[src/rtl/comp_seq_ctrl.sv]
// comp_seq_ctrl: bit-serial unsigned magnitude-compare sequencer, one bit per clock.
// Define COMP_SEQ_EARLY_EXIT_EN for an MSB-first scan that finishes at the first differing bit.
module comp_seq_ctrl #(
   parameter int W = 8
) (
   input  logic         clk_i,
   input  logic         rst_i,
   input  logic         start_i,
   input  logic [W-1:0] x_i,
   input  logic [W-1:0] y_i,
   output logic         busy_o,
   output logic         done_o,
   output logic         lg_out_o,
   output logic         eq_out_o,
   output logic         rg_out_o,
   output logic [W-1:0] max_out_o
);
   localparam int CW = $clog2(W);
   localparam logic [CW-1:0] LAST = CW'(W - 1);
   typedef enum logic [1:0] {IDLE, RUN, FIN} state_t;
   state_t        state_q;
   logic [W-1:0]  x_q, y_q;
   logic [CW-1:0] cnt_q, idx;
   logic [2:0]    flags_q, flags_d;
   logic          bx, by, last, accept;
`ifdef COMP_SEQ_EARLY_EXIT_EN
   assign idx  = LAST - cnt_q;
   assign last = (cnt_q == LAST) || (bx != by);
`else
   assign idx  = cnt_q;
   assign last = cnt_q == LAST;
`endif
   assign bx      = x_q[idx];
   assign by      = y_q[idx];
   assign flags_d = (bx & ~by) ? 3'b100 : (~bx & by) ? 3'b001 : flags_q;
   assign accept  = start_i && state_q != RUN;
   always_ff @(posedge clk_i) begin
      if (rst_i) begin
         state_q   <= IDLE;
         x_q       <= '0;
         y_q       <= '0;
         cnt_q     <= '0;
         flags_q   <= '0;
         busy_o    <= 1'b0;
         done_o    <= 1'b0;
         lg_out_o  <= 1'b0;
         eq_out_o  <= 1'b0;
         rg_out_o  <= 1'b0;
         max_out_o <= '0;
      end else begin
         done_o <= 1'b0;
         if (accept) begin
            x_q     <= x_i;
            y_q     <= y_i;
            cnt_q   <= '0;
            flags_q <= 3'b010;
            busy_o  <= 1'b1;
            state_q <= RUN;
         end else if (state_q == RUN) begin
            flags_q <= flags_d;
            cnt_q   <= cnt_q + 1'b1;
            if (last) begin
               {lg_out_o, eq_out_o, rg_out_o} <= flags_d;
               max_out_o <= flags_d[0] ? y_q : x_q;
               done_o    <= 1'b1;
               busy_o    <= 1'b0;
               state_q   <= FIN;
            end
         end else begin
            state_q <= IDLE;
         end
      end
   end
endmodule

[config.mk]
export PLATFORM = sky130hd
export DESIGN_NAME = comp_seq_ctrl
export DESIGN_NICKNAME = d
export VERILOG_FILES = /design/src/rtl/comp_seq_ctrl.sv
export SDC_FILE = /design/constraint.sdc
export NUM_CORES = 1
export LEC_CHECK = 0
export ABC_CLOCK_PERIOD_IN_PS = 2200
export CORE_ASPECT_RATIO = 1.25
export CORE_MARGIN = 4
export CORE_UTILIZATION = 52
export DETAILED_ROUTE_END_ITERATION = 16
export GPL_ROUTABILITY_DRIVEN = 0
export PLACE_DENSITY_LB_ADDON = 0.05
export SLEW_MARGIN = 20
export SYNTH_ARGS = -nofsm -noshare
export SYNTH_HDL_FRONTEND = slang
export SYNTH_SLANG_ARGS = --single-unit
export TNS_END_PERCENT = 50
[constraint.sdc]
create_clock -name clk_i -period 2.2 [get_ports clk_i]
set_clock_uncertainty 0.05 [all_clocks]
set_input_delay 0.22 -clock clk_i [delete_from_list [all_inputs] [get_ports clk_i]]
set_output_delay 0.22 -clock clk_i [all_outputs]
set_load 0.01 [all_outputs]
==> reports/qor.txt <==
Clock transition at path regs = 0.07 ns
status = completed
# nets final = 277
Die Wd = 62.1 um
initial antenna violation count = 0
syn_nets = 244
DRC = 0
max-slew violations = 0
fin crit share = 0.919
CTS root buffer = clkbuf_8
Core ar. = 3510 um^2
Worst-Skew Late Latency = 0.29 ns
async set-reset flop share out of synthesis = 0
most frequent cell after synthesis = nand2_1
Remaining Overflow, GRT = 0
CP endpoint kind = register
RSZ-0062 raised after global routing = false
DIE AREA = 4690 um^2
HPWL Detailed = 3.63 mm
Starting Density = 0.541
Peak VDD IR = 0.470 mV
Rows = 24
Yosys cell types = 35
first-pass GRT wire length = 7.89 mm
cell chain of the critical path = buf_4, mux4_2, mux2_2, buf_4, o211ai_1, a31oi_1
largest cells by area after synthesis = dfxtp_1 39%, nand2_1 11%, mux2i_1 6.9%
top cell type by total area after synthesis = dfxtp_1
Vias/cell = 6.27
vias in the first global route = 1767
slew margin rel. = 0.681
slowest CP cell = mux4_2
critical path type = register to register
Largest stage delay, worst path = 0.53 ns
yosys warns = 0
Max Fclk = 495 MHz
Max Cap Viol = 0
DR vias = 1850
cts hold-fix bufs = 0
DR WL/cell = 16.6 um
Clock Sinks = 37
leakage = 0.941 nW
Seq cells post-synth = 37
Fin. Hold Viols = 0
Hold Path Class = register to register
Final Setup Violations = 0
Yosys top cell area share = 0.390
Pre-Repair DR Iteration Count = 5
Num CTS Buffers = 5
n_diodes = 0
Main synth FF type = dfxtp_1
Sum Neg Setup Slack = 0 ns
Final Util = 0.672
number of synthesized flops with an enable pin = 0
Final Routed Wirelength = 4.89 mm
Slew @ Worst Pin = 0.477 ns
Top cell by count, worst path = buf_4
Worst EP arrival = 2.15 ns
Area Growth Syn to Fin = 24.4%
Routed Antenna Nets = 0
Fin Hold WS = 0.416 ns
pin count of the biggest net entering global routing = 24
CTS tree = done
Syn Inst Count = 223
# IOs = 32
type of origin of the critical path = register
H-tree depth = 2
die height = 75.6 um
1st-iter DRT viols = 109
WP data required = 2.33 ns
port bufs = 31
Clock Path Buffers = 2
total track usage = 0.229
Commonest cells post-synth = 58 x nand2_1, 37 x dfxtp_1, 20 x a21oi_1
Post-Synthesis Cell Area = 1900 um^2
power per cell area = 650 nW/um^2
ratio of cells with drive above 1 in the final layout = 0.109
Mean Syn Cell Area = 8.52 um^2
maximum fanout along the worst path = 9
Seq/Total Area, Yosys = 0.390
Tmin final = 2.02 ns
registers in the layout, indices dropped and copies added (netlist names):
register and count:
x_q 8, max_out_o 8, cnt_q 3, rg_out_o 1, y_q 8, flags_q 3, done_o 1, eq_out_o 1
lg_out_o 1, busy_o 1, state_q 2
power by group:
part	total (mW)	internal, mW	leakage [nW]	switching, mW
registers	0.761	0.715	0.303	0.0451
logic	0.291	0.155	0.593	0.136
clock network	0.483	0.249	0.0443	0.235
total	1.53	1.12	0.941	0.416
cells by family (layout without fill, tap and decap cells):
family	after synthesis	in the layout	synth area share
XOR/XNOR	1	1	0.00461
flip-flops	37	37	0.390
multiplexers	16	16	0.0982
AND/OR/NAND/NOR	92	92	0.221
AO/OA/AOI/OAI	53	53	0.209
buffers and inverters	20	53	0.0527
adder cells (fa/ha/maj)	4	4	0.0244
cells in the final DEF, fill, tap and decap left out, types with 5 or more instances in the layout:
master	Yosys	routed
a21oi_1	20	20
a221o_1	8	8
a22oi_1	9	9
buf_4	1	14
clkbuf_8	0	6
clkdlybuf4s50_1	0	31
dfxtp_1	37	37
mux2i_1	13	13
nand2_1	58	58
nand3_1	5	5
nand4_1	10	10
nor2_1	6	6
o211a_1	8	8
routing by layer:
layer  GRT usage  routed length, um  part of all wire  vias up
met3      0.0542                321             0.066       16
met1       0.266               1940              0.40      875
li1            -                  -                 -      876
met5           0                  0                 0        -
met4      0.0943                131             0.027        0
met2       0.393               2500              0.51       83
stage by stage:
stage	cells	power, mW	area, um^2	worst slack (ns)
floorplan	223	0.934	1900	0.305
global placement	288	1.05	2270	0.237
detailed placement	288	1.06	2270	0.135
CTS	295	1.54	2360	0.100
global route	295	1.60	2360	0.0108
finish	295	1.53	2360	0.178
final cells by class:
| type | count | area, um^2 |
|---|---|---|
| clock buffer | 7 | 86.3 |
| fill | 304 | 1150 |
| inverter | 1 | 3.75 |
| multi-input combinational | 166 | 1070 |
| sequential | 37 | 741 |
| tap | 39 | 48.8 |
| timing repair buffer | 45 | 415 |
worst max-delay path, delay by kind of cell, from the launching register on:
family | cells | cell delay (ns)
compound gates | 2 | 0.29
buf+inv | 2 | 0.38
mux | 2 | 0.86
flops | 1 | 0.34
final timing paths:
check / from / to / slack [ns] / depth (start not counted)
worst max-delay path: cnt_q[0]$_SDFFE_PP0P_ / flags_q[0]$_SDFFE_PP0P_ / 0.18 / 6
worst min-delay path: busy_o$_SDFFE_PP0P_ / busy_o$_SDFFE_PP0P_ / 0.42 / 1
worst max register to register: cnt_q[0]$_SDFFE_PP0P_ / flags_q[0]$_SDFFE_PP0P_ / 0.18 / 6
worst min register to register: busy_o$_SDFFE_PP0P_ / busy_o$_SDFFE_PP0P_ / 0.42 / 1
what timing repair did:
item,in CTS,in global routing
endpoints found under the setup margin,0,8
gates resized for setup,0,3
setup buffers,0,0
Note: power is estimated with default switching activity, not from simulation.
